[src/rtl/apb_master_bridge.sv]
// APB initiator: turns a valid/ready command into one SETUP/ACCESS transfer and
// reports completion (or a p_ready timeout) on a single-cycle response strobe.
module apb_master_bridge #(
  parameter int DATA_WIDTH     = 32,
  parameter int ADDR_WIDTH     = 32,
  parameter int TIMEOUT_CYCLES = 16
) (
  input  logic                  p_clk,
  input  logic                  p_resetn,
  input  logic                  cmd_valid,
  output logic                  cmd_ready,
  input  logic                  cmd_write,
  input  logic [ADDR_WIDTH-1:0] cmd_addr,
  input  logic [DATA_WIDTH-1:0] cmd_wdata,
  output logic                  rsp_valid,
  output logic [DATA_WIDTH-1:0] rsp_rdata,
  output logic                  rsp_err,
  output logic                  p_sel,
  output logic                  p_enable,
  output logic                  p_write,
  output logic [ADDR_WIDTH-1:0] p_addr,
  output logic [DATA_WIDTH-1:0] p_wdata,
  input  logic [DATA_WIDTH-1:0] p_rdata,
  input  logic                  p_ready
);

  typedef enum logic [1:0] {
    ST_IDLE   = 2'd0,
    ST_SETUP  = 2'd1,
    ST_ACCESS = 2'd2
  } state_t;

  localparam bit TMO_EN = (TIMEOUT_CYCLES != 0);
  localparam int CNT_W  = (TIMEOUT_CYCLES > 2) ? $clog2(TIMEOUT_CYCLES) : 1;
  localparam int TMO_LAST_INT = (TIMEOUT_CYCLES > 0) ? TIMEOUT_CYCLES - 1 : 0;
  localparam logic [CNT_W-1:0] TMO_LAST = TMO_LAST_INT[CNT_W-1:0];

  state_t                  state_q, state_d;
  logic                    p_sel_q, p_sel_d;
  logic                    p_enable_q, p_enable_d;
  logic                    p_write_q, p_write_d;
  logic [ADDR_WIDTH-1:0]   p_addr_q, p_addr_d;
  logic [DATA_WIDTH-1:0]   p_wdata_q, p_wdata_d;
  logic                    rsp_valid_q, rsp_valid_d;
  logic                    rsp_err_q, rsp_err_d;
  logic [DATA_WIDTH-1:0]   rsp_rdata_q, rsp_rdata_d;
  logic [CNT_W-1:0]        tmo_cnt_q, tmo_cnt_d;
  logic                    tmo_hit;

  // The counter holds the number of ACCESS cycles already spent without p_ready,
  // so matching TIMEOUT_CYCLES-1 means this is the last permitted cycle.
  generate
    if (TMO_EN) begin : g_tmo
      assign tmo_hit = (tmo_cnt_q == TMO_LAST);
    end else begin : g_no_tmo
      assign tmo_hit = 1'b0;
    end
  endgenerate

  assign cmd_ready = (state_q == ST_IDLE);

  always_comb begin
    state_d     = state_q;
    p_sel_d     = p_sel_q;
    p_enable_d  = p_enable_q;
    p_write_d   = p_write_q;
    p_addr_d    = p_addr_q;
    p_wdata_d   = p_wdata_q;
    rsp_valid_d = 1'b0;
    rsp_err_d   = 1'b0;
    rsp_rdata_d = rsp_rdata_q;
    tmo_cnt_d   = tmo_cnt_q;

    unique case (state_q)
      ST_IDLE: begin
        p_sel_d    = 1'b0;
        p_enable_d = 1'b0;
        if (cmd_valid) begin
          state_d   = ST_SETUP;
          p_sel_d   = 1'b1;
          p_write_d = cmd_write;
          p_addr_d  = cmd_addr;
          p_wdata_d = cmd_wdata;
        end
      end

      ST_SETUP: begin
        state_d    = ST_ACCESS;
        p_sel_d    = 1'b1;
        p_enable_d = 1'b1;
        tmo_cnt_d  = '0;
      end

      ST_ACCESS: begin
        if (p_ready) begin
          state_d     = ST_IDLE;
          p_sel_d     = 1'b0;
          p_enable_d  = 1'b0;
          rsp_valid_d = 1'b1;
          rsp_rdata_d = p_write_q ? '0 : p_rdata;
        end else if (tmo_hit) begin
          state_d     = ST_IDLE;
          p_sel_d     = 1'b0;
          p_enable_d  = 1'b0;
          rsp_valid_d = 1'b1;
          rsp_err_d   = 1'b1;
          rsp_rdata_d = '0;
        end else if (TMO_EN) begin
          tmo_cnt_d = tmo_cnt_q + CNT_W'(1);
        end
      end

      default: begin
        state_d    = ST_IDLE;
        p_sel_d    = 1'b0;
        p_enable_d = 1'b0;
      end
    endcase
  end

  always_ff @(posedge p_clk or negedge p_resetn) begin
    if (!p_resetn) begin
      state_q     <= ST_IDLE;
      p_sel_q     <= 1'b0;
      p_enable_q  <= 1'b0;
      p_write_q   <= 1'b0;
      p_addr_q    <= '0;
      p_wdata_q   <= '0;
      rsp_valid_q <= 1'b0;
      rsp_err_q   <= 1'b0;
      rsp_rdata_q <= '0;
      tmo_cnt_q   <= '0;
    end else begin
      state_q     <= state_d;
      p_sel_q     <= p_sel_d;
      p_enable_q  <= p_enable_d;
      p_write_q   <= p_write_d;
      p_addr_q    <= p_addr_d;
      p_wdata_q   <= p_wdata_d;
      rsp_valid_q <= rsp_valid_d;
      rsp_err_q   <= rsp_err_d;
      rsp_rdata_q <= rsp_rdata_d;
      tmo_cnt_q   <= tmo_cnt_d;
    end
  end

  assign p_sel     = p_sel_q;
  assign p_enable  = p_enable_q;
  assign p_write   = p_write_q;
  assign p_addr    = p_addr_q;
  assign p_wdata   = p_wdata_q;
  assign rsp_valid = rsp_valid_q;
  assign rsp_err   = rsp_err_q;
  assign rsp_rdata = rsp_rdata_q;

endmodule
[config.mk]
export PLATFORM = sky130hd
export DESIGN_NAME = apb_master_bridge
export DESIGN_NICKNAME = d
export VERILOG_FILES = /design/src/rtl/apb_master_bridge.sv
export SDC_FILE = /design/constraint.sdc
export NUM_CORES = 1
export LEC_CHECK = 0
export ABC_CLOCK_PERIOD_IN_PS = 1380
export BUFFER_PORTS_ARGS = -buffer_cell sky130_fd_sc_hd__buf_2
export CORE_ASPECT_RATIO = 0.9
export CORE_MARGIN = 2
export CORE_UTILIZATION = 41
export DETAILED_ROUTE_END_ITERATION = 7
export PLACE_DENSITY = 0.83
export SYNTH_ARGS = -nofsm -noshare
export SYNTH_HDL_FRONTEND = slang
export SYNTH_SLANG_ARGS = --single-unit
[constraint.sdc]
create_clock -name p_clk -period 1.38 [get_ports p_clk]
set_input_delay 0.276 -clock p_clk [delete_from_list [all_inputs] [get_ports p_clk]]
set_output_delay 0.276 -clock p_clk [all_outputs]
set_load 0.02 [all_outputs]
==> results of run 1 <==
[state kept, by name, summed over array words and instances (netlist names), 2 cells and up]
register / flops
p_addr: 32
rsp_rdata: 32
state_q: 2
tmo_cnt_q: 4
p_wdata: 32
[area by class of cell]
type / instances / area [um2]
Fill cell: 744 / 3670
Sequential cell: 107 / 2678
Timing Repair Buffer: 231 / 1431
Multi-Input combinational cell: 129 / 1428
Tap cell: 126 / 157.7
Clock buffer: 11 / 131.4
Clock inverter: 5 / 61.31
Inverter: 4 / 15.01
[report_power, final]
part	internal, mW	leakage, nW	total (mW)	switching [mW]
Sequential	4.64	1.31	5.48	0.849
Clock	0.857	0.0983	1.90	1.05
Combinational	3.49	1.67	7.25	3.77
Total	8.98	3.08	14.6	5.66
[per-stage QoR]
stage          power (mW)  cell area, um2  hold WS [ns]  setup WS, ns
6_report            14.64            5902        0.1291       -0.1156
4_1_cts             14.33            5733        0.1056      -0.08589
3_3_place_gp        11.44            5308        0.2014      -0.01166
3_5_place_dp        11.69            5308        0.1958      -0.08154
2_1_floorplan       9.312            4029      -0.01959       -0.1170
5_1_grt             15.45            5902        0.1031       -0.1386
[critical path: cells and delay by family, from the launching register on]
kind	cells	cell delay, ns
buf+inv	2	0.29
flops	1	0.43
mux	1	0.30
simple gates	2	0.34
[cells by family after synthesis]
kind of cell    after synthesis  synth area share
flops                       107            0.6700
mux                          66            0.1857
compound gates               41           0.08547
simple gates                 21           0.02787
buf+inv                      17           0.02786
fa+ha+maj                     1          0.003130
[Yosys cell counts]
cell type  number
o21ai_0         2
o221ai_1        1
o2bb2ai_1       1
mux2_2         26
and2b_1         1
buf_6           5
or4_1           1
inv_1           4
a21oi_1         1
a211oi_1        1
and2_1          1
dfrtp_1       107
nor2_1          5
nor3_2          1
a31oi_1         2
a22o_1         32
mux2i_1         1
nand4bb_1       1
nand3_1         3
mux2_1         39
ha_1            1
nand2_1         6
nand2b_1        2
a31o_2          1
buf_2           8
[routing by layer]
layer  up-vias  track usage  wire length (um)
li1       1370            -                 -
met1      1473       0.2311              4283
met2       133       0.2980              4920
met3        13      0.04292               684
met4         0      0.05325               150
met5         -            0                 0
[final timing paths]
| kind | start | end | slack, ns | cells past startpoint |
|---|---|---|---|---|
| min in group asynchronous | p_resetn | p_addr[25] | 0.35 | 2 |
| hold reg to reg | p_addr[24] | p_addr[24] | 0.50 | 1 |
| setup / recovery | state_q[1] | p_wdata[1] | -0.12 | 5 |
| max in group asynchronous | p_resetn | rsp_rdata[14] | 0.51 | 3 |
| setup reg to reg | state_q[1] | p_wdata[1] | -0.12 | 5 |
| hold / removal | cmd_wdata[25] | p_wdata[25] | 0.13 | 2 |
[repair_timing]
| item | CTS | global route |
|---|---|---|
| gates resized for setup | 42 | 19 |
| hold endpoints to repair | 19 | 0 |
| cloned | 1 | 4 |
| hold buffers | 1 | 0 |
| setup buffers | 3 | 1 |
| endpoints found under the setup margin | 77 | 100 |
| pin swaps | 1 | 3 |
==> metrics.yaml, run 1 <==
hold_path:
  hp-class: "in -> reg"
global_route:
  grt_pass1_vias: 3041
  grt_pass1_wl_mm: 14.92
  grt_max_degree: 40
  antenna_found_initial: 0
  grt_use_total: 0.1788
  grt-ovfl-total: 0
timing:
  max_freq_mhz: 668.6
  rsz0062_at_grt: "yes"
  finalSetupViolCount: 99
  post-route-min-period_ns: 1.496
  skew_ns: 0.01171
  relSlewSlack: 0.7816
  worst_slack_ns: -0.1156
  hold_viol: 0
  setup_tns_ns: -6.672
  worst_pin_slew_ns: 0.3276
  post-route-period-util: 1.084
  drv_slew: 0
clocking:
  clk_pin_slew_worst_paths_ns: 0.10
  cts_htree_levels: 3
  clockBufferDepth: 2
  cts_tree: "yes"
  cts_made_buffers: 9
  cts.sinks: 107
  clk_latency_ns: 0.35
  cts-root-buf: "clkbuf_8"
yosys:
  syn_inst: 253
  ys_warn_count: 0
  synth_nets: 355
  synth_seq_area_share: 0.6700
  syn_area_per_cell_um2: 15.80
  yosys.area.top_type: "dfrtp_1"
  synth_cell_types: 25
  synth.top_cell.area_share: 0.6700
  ys_ff_latch: 107
  syn_area_um2: 3996
  synthTopCellsByArea: "dfrtp_1 (67%), mux2_1 (11%), mux2_2 (7.3%), a22o_1 (7.0%), buf_6 (1.4%)"
final_layout:
  layout_commonest_cell: "buf_2"
  final_cell_mix: "buf_2 (200), dfrtp_1 (107), mux2_4 (44)"
  final_cell_count_no_fill: 613
  drive_gt1_frac: 0.6386
  syn_to_final_growth_pct: 47.68
  postLayoutCoreUtil: 0.6166
  final_nets: 584
  insertedDiodeCount: 0
die:
  io-pin-count: 203
  coreArea_um2: 9572
  die_x_um: 108.1
  start_util: 0.4175
  rows: 34
  dieArea_um2: 10550
  die_h_um: 97.66
place:
  port_buffers: 202
  dp_cells: 587
  dpl.hpwl_mm: 6.727
  place.gp.congestion: 0.7818
route:
  wl_per_cell_um: 16.38
  ant_nets: 0
  vias: 2989
  drc_errors: 0
  wl_mm: 10.04
  routed_via_density: 4.876
  dr.pass1.iters: 4
  dr.first_iter.drc_count: 98
worst_setup_path:
  path_cells: "nor2_4 -> and2_4 -> buf_12 -> clkbuf_16 -> mux2_4"
  crit_arrival_ns: 1.73
  endpoint_kind: "register"
  cp_slowest_cell: "dfrtp_1"
  crit_type: "reg -> reg"
  max_stage_delay_ns: 0.43
  crit_fanout: 6
  required_ns: 1.61
  worst_setup_path_start_kind: "register"
power:
  powerDensity_nw_per_um2: 2480
  leakage_nw: 3.077
  peakVddDrop_mv: 1.154
run_status:
  run_status: "finished with violations"
  failed_checks: "setup timing"
flow_run:
  drv_cap: 0
Power figures use the tool's default switching activity.
==> run 2, diff against run 1 <==
--- a/config.mk
+++ b/config.mk
@@ -5,13 +5,15 @@
 export SDC_FILE = /design/constraint.sdc
 export NUM_CORES = 1
 export LEC_CHECK = 0
+export ABC_AREA = 1
 export ABC_CLOCK_PERIOD_IN_PS = 1380
 export BUFFER_PORTS_ARGS = -buffer_cell sky130_fd_sc_hd__buf_2
 export CORE_ASPECT_RATIO = 0.9
 export CORE_MARGIN = 2
 export CORE_UTILIZATION = 41
 export DETAILED_ROUTE_END_ITERATION = 7
-export PLACE_DENSITY = 0.83
+export PLACE_DENSITY = 0.82
 export SYNTH_ARGS = -nofsm -noshare
 export SYNTH_HDL_FRONTEND = slang
 export SYNTH_SLANG_ARGS = --single-unit
+export TNS_END_PERCENT = 30
==> run 2 against run 1 <==
  * The flow now finishes without violations
  * Flip-flop and latch count stayed put
  * Synthesized area is 3.3% higher
  * Clock skew is 0.0022 ns lower
  * Setup slack better by 0.16 ns
  * Synthesized cell count is 82% higher
  * Via count is 21% higher
  * Combinational power is 19% lower
  * Global-route usage is 0.080 points higher
  * Worst hold slack worse by 0.027 ns
  * Core utilization is 4.7 points lower
  * Clock power is 3% higher
  * Routed wire length is 1.6% lower
  * Critical path type is now reg -> out
  * Largest power group unchanged
==> metrics.yaml, run 2 <==
die:
  die_x_um: 109.8
  start_util: 0.4236
  coreArea_um2: 9742
  die_h_um: 99.18
  io-pin-count: 203
  rows: 34
  dieArea_um2: 10880
power:
  leakage_nw: 3.343
  total_power_mw: 13.25
  p_sw_mw: 5.782
  p_int_mw: 7.473
  seq_power_share: 0.407
  powerDensity_nw_per_um2: 2390
  peakVddDrop_mv: 1.172
  pwr-share-comb: 0.445
  p_clk_frac: 0.148
  switching_share: 0.4362
clocking:
  clockBufferDepth: 2
  clk_pin_slew_worst_paths_ns: 0.10
  cts_made_buffers: 9
  cts-root-buf: "clkbuf_8"
  cts_tree: "yes"
  clk_latency_ns: 0.35
  cts_htree_levels: 3
  cts.sinks: 107
yosys:
  syn_inst: 461
  synth_commonest_cells: "nand2_1 (310), dfrtp_1 (107), buf_4 (10), nand3_1 (7), buf_2 (6)"
  syn_area_per_cell_um2: 8.951
  ys_ff_latch: 107
  synth_seq_area_share: 0.6489
  synthTopCellsByArea: "dfrtp_1 (65%), nand2_1 (28%), buf_4 (1.8%), buf_6 (1.1%), nand3_1 (0.85%)"
  synth.top_cell.area_share: 0.6489
  synth_flop_cell: "dfrtp_1"
  synth_cell_types: 17
  synth_edf_count: 0
  yosys.area.top_type: "dfrtp_1"
  ys_warn_count: 0
  yosysMostFrequentCell: "nand2_1"
  ys_async_sr_fraction: 1.000
  syn_area_um2: 4126
  synth_nets: 563
final_layout:
  final_nets: 766
  syn_to_final_growth_pct: 34.38
  final_cell_count_no_fill: 795
  drive_gt1_frac: 0.3558
  layout_commonest_cell: "nand2_1"
  final_cell_mix: "nand2_1 (308), buf_2 (200), dfrtp_1 (106)"
  multiInputGateArea_um2: 1303
  design_area_um2: 5545
  seqCellArea_um2: 2679
  nFillCells: 871
  insertedDiodeCount: 0
timing:
  setup_tns_ns: 0
  post-route-period-util: 0.9668
  drv_slew: 0
  max_freq_mhz: 749.5
  hold_viol: 0
  post-route-min-period_ns: 1.334
  holdWs_ns: 0.1016
  skew_ns: 0.009510
  rsz0062_at_grt: "yes"
  finalSetupViolCount: 0
  worst_pin_slew_ns: 0.2827
  relSlewSlack: 0.8115
worst_setup_path:
  endpoint_kind: "output pin"
  worst_setup_path_start_kind: "register"
  crit_arrival_ns: 1.06
  required_ns: 1.10
  crit_fanout: 5
  crit_type: "reg -> out"
global_route:
  grt_pass1_wl_mm: 15.46
  grt_pass1_vias: 3441
  grt_max_degree: 66
  grt_use_total: 0.1796
  grt-ovfl-total: 0
  antenna_found_initial: 0
flow_run:
  drv_cap: 0
place:
  place_area_um2: 5285
  port_buffers: 202
  place.gp.congestion: 0.7679
  dpl.hpwl_mm: 7.198
  dp_cells: 777
run_status:
  run_status: "finished clean"
route:
  drc_errors: 0
  dr.first_iter.drc_count: 133
  vias: 3613
  wl_mm: 9.876
  dr.pass1.iters: 4
  ant_nets: 0
  routed_via_density: 4.545
  wl_per_cell_um: 12.42
hold_path:
  hp-class: "in -> reg"
==> run 2: stage by stage <==
stage | worst slack (ns) | util
floorplan | 0.06524 | -
global placement | 0.06960 | 0.5425
detailed placement | -0.02719 | 0.5425
CTS | -0.006542 | 0.5654
global route | -0.01583 | 0.5692
finish | 0.04583 | 0.5692
==> run 2: worst max-delay path, cell delays in order (launching register included) <==
cell	delay, ns
dfrtp_2	0.46
nor2_4	0.12
buf_6	0.13
==> run 2: cell type report <==
type / count / area share
Sequential cell: 107 / 0.4831
Multi-Input combinational cell: 327 / 0.2349
Timing Repair Buffer: 212 / 0.2114
Tap cell: 126 / 0.02843
Clock buffer: 10 / 0.02482
Clock inverter: 6 / 0.01264
Inverter: 7 / 0.004738
==> run 2: worst paths after layout <==
check | to | cells after the start | startpoint | slack, ns
worst max-delay path | cmd_ready | 2 | state_q[0] | 0.05
min in group asynchronous | p_addr[28] | 2 | p_resetn | 0.36
worst min-delay path | rsp_err | 2 | p_ready | 0.10
max in group asynchronous | state_q[0] | 3 | p_resetn | 0.49
worst min register to register | p_sel | 2 | p_sel | 0.48
worst max register to register | rsp_rdata[27] | 7 | tmo_cnt_q[1] | 0.11
==> run 2: logic make-up (layout without fill, tap and decap cells) <==
family | after synthesis | in the layout | share of synthesized area
simple gates | 324 | 324 | 0.3020
flops | 107 | 107 | 0.6489
buf+inv | 27 | 235 | 0.04275
fa+ha+maj | 1 | 1 | 0.003032
compound gates | 1 | 1 | 0.001212
xor+xnor | 1 | 1 | 0.002123
==> run 2: routing by layer <==
metal | global-route usage | routed length (um) | up-vias
met1 | 0.2191 | 4340 | 1666
met4 | 0.03797 | 31 | 0
met5 | 0 | 0 | -
met3 | 0.05701 | 691 | 2
li1 | - | - | 1792
met2 | 0.3124 | 4812 | 153
==> run 2: power by group through the flow <==
stage | logic, mW | registers [mW] | clock network [mW]
2_1_floorplan | 2.00 | 7.11 | 0
3_5_place_dp | 5.93 | 5.39 | 0
5_1_grt | 6.51 | 5.58 | 2.19
4_1_cts | 5.93 | 5.37 | 2.05
3_3_place_gp | 5.74 | 5.37 | 0
6_report | 5.90 | 5.39 | 1.96
==> run 2: timing repair <==
item | 4_1_cts | 5_1_grt
resized for setup | 2 | 7
endpoints found under the hold margin | 15 | 0
setup buffers | 0 | 1
hold buffers | 1 | 0
setup endpoints to repair | 7 | 40
==> run 3, diff against run 2 <==
--- a/config.mk
+++ b/config.mk
@@ -13,6 +13,8 @@
 export CORE_UTILIZATION = 41
 export DETAILED_ROUTE_END_ITERATION = 7
 export PLACE_DENSITY = 0.82
+export REMOVE_ABC_BUFFERS = 1
+export SKIP_LAST_GASP = 1
 export SYNTH_ARGS = -nofsm -noshare
 export SYNTH_HDL_FRONTEND = slang
 export SYNTH_SLANG_ARGS = --single-unit
==> run 3 against run 2 <==
  * Routed wire length increased by 8.4%
  * Critical path type is now reg -> reg
  * Count of clock-buffer cells in the layout down 1
  * First-iteration DRC count rose by 21%
  * Combinational power increased by 5.3%
  * Flip-flop and latch count stayed put
  * Register-to-register slack worse by 0.10 ns
  * Non-clock buffer count increased by 8
  * Die area unchanged
  * Worst hold slack worse by 0.012 ns
  * Sequential power barely moved
  * Critical endpoint is now rsp_rdata[0]
==> metrics.yaml, run 3 (synthesis gave the netlist of run 2 again) <==
route:
  vias: 3705
  wl_mm: 10.71
  dr.first_iter.drc_count: 161
  routed_via_density: 4.614
  ant_nets: 0
  drc_errors: 0
  dr.pass1.iters: 4
  wl_per_cell_um: 13.33
final_layout:
  postLayoutCoreUtil: 0.5804
  syn_to_final_growth_pct: 37.02
  multiInputGateArea_um2: 1308
  final_nets: 774
  final_cell_count_no_fill: 803
  layout_commonest_cell: "nand2_1"
  nFillCells: 857
  final_cell_mix: "nand2_1 (307), buf_2 (200), dfrtp_1 (107)"
  seqCellArea_um2: 2678
  insertedDiodeCount: 0
  drive_gt1_frac: 0.3648
  design_area_um2: 5654
place:
  port_buffers: 202
  dpl.hpwl_mm: 7.194
  dp_cells: 776
  place.gp.congestion: 0.7408
  place_area_um2: 5265
  place_ws_ns: 0.01850
clocking:
  cts-root-buf: "clkbuf_8"
  clk_pin_slew_worst_paths_ns: 0.10
  cts_made_buffers: 9
  cts.sinks: 107
  clk_latency_ns: 0.36
  cts_htree_levels: 3
  cts_tree: "yes"
  clockBufferDepth: 2
flow_run:
  drv_cap: 0
timing:
  rsz0062_at_grt: "yes"
  post-route-period-util: 0.9929
  setup_tns_ns: 0
  worst_pin_slew_ns: 0.5406
  skew_ns: 0.01013
  finalSetupViolCount: 0
  worst_slack_ns: 0.009841
  post-route-min-period_ns: 1.370
  relSlewSlack: 0.6396
  holdWs_ns: 0.08952
  max_freq_mhz: 729.8
  hold_viol: 0
  drv_slew: 0
power:
  peakVddDrop_mv: 1.394
  total_power_mw: 13.43
  powerDensity_nw_per_um2: 2375
  leakage_nw: 3.395
global_route:
  grt_max_degree: 108
  grt_use_total: 0.1825
  grt-ovfl-total: 0
  antenna_found_initial: 0
  grt_pass1_wl_mm: 15.61
  grt_pass1_vias: 3484
worst_setup_path:
  crit_arrival_ns: 1.66
  crit_fanout: 8
  worst_setup_path_start_kind: "register"
  endpoint_kind: "register"
  crit_type: "reg -> reg"
  required_ns: 1.67
die:
  dieArea_um2: 10880
  coreArea_um2: 9742
  die_x_um: 109.8
  rows: 34
  io-pin-count: 203
  die_h_um: 99.18
  start_util: 0.4236
run_status:
  run_status: "finished clean"
hold_path:
  hp-class: "in -> reg"
-- run 3: changes by cell type in the layout (fill, tap and decap cells not counted), moves of 2 or more --
cell,before,now
buf_6,1,4
clkbuf_16,0,3
clkinvlp_4,0,3
inv_6,3,0
buf_4,4,6
inv_8,0,2
nand2_4,0,2
-- run 3: metal layers --
metal  vias to the layer above  track usage  wire, um
li1                       1815            -         -
met1                      1696       0.2251      4410
met2                       184       0.3044      5307
met3                        10      0.06291       872
met4                         0      0.05258       116
met5                         -            0         0
-- run 3: final cells by class --
class                           instances  area share
Sequential cell                       107      0.4736
Multi-Input combinational cell        327      0.2312
Timing Repair Buffer                  220      0.2293
Tap cell                              126     0.02788
Clock buffer                            9     0.02191
Clock inverter                          7     0.01106
Inverter                                7    0.005090
-- run 3: final timing paths --
check	slack [ns]	cells after the start	endpoint	start
min in group asynchronous	0.53	3	p_wdata[29]	p_resetn
max in group asynchronous	0.44	3	rsp_rdata[24]	p_resetn
worst min register to register	0.48	2	rsp_rdata[6]	rsp_rdata[6]
worst max-delay path	0.01	8	rsp_rdata[0]	state_q[0]
worst min-delay path	0.09	2	rsp_err	p_ready
worst max register to register	0.01	8	rsp_rdata[0]	state_q[0]
-- run 3: power breakdown --
part / total, mW / internal, mW / leakage (nW) / switching [mW]
Clock: 1.80 / 0.688 / 0.0855 / 1.11
Sequential: 5.42 / 4.57 / 1.35 / 0.853
Combinational: 6.21 / 2.17 / 1.96 / 4.04
Total: 13.4 / 7.43 / 3.40 / 6.00
-- run 3: timing repair --
item	in CTS	in global routing
hold endpoints to repair	21	0
hold buffers	1	0
gates resized for setup	1	12
buffers inserted	1	4
gates cloned	0	5
pin swaps	0	5
endpoints found under the setup margin	2	37
-- run 3: worst max-delay path, stage by stage (launching register included) --
cell       delay, ns
dfrtp_1         0.44
buf_6           0.15
inv_4           0.05
nand2_4         0.06
nor3_4          0.21
buf_12          0.15
clkbuf_16       0.14
nand2_1         0.06
nand2_1         0.06
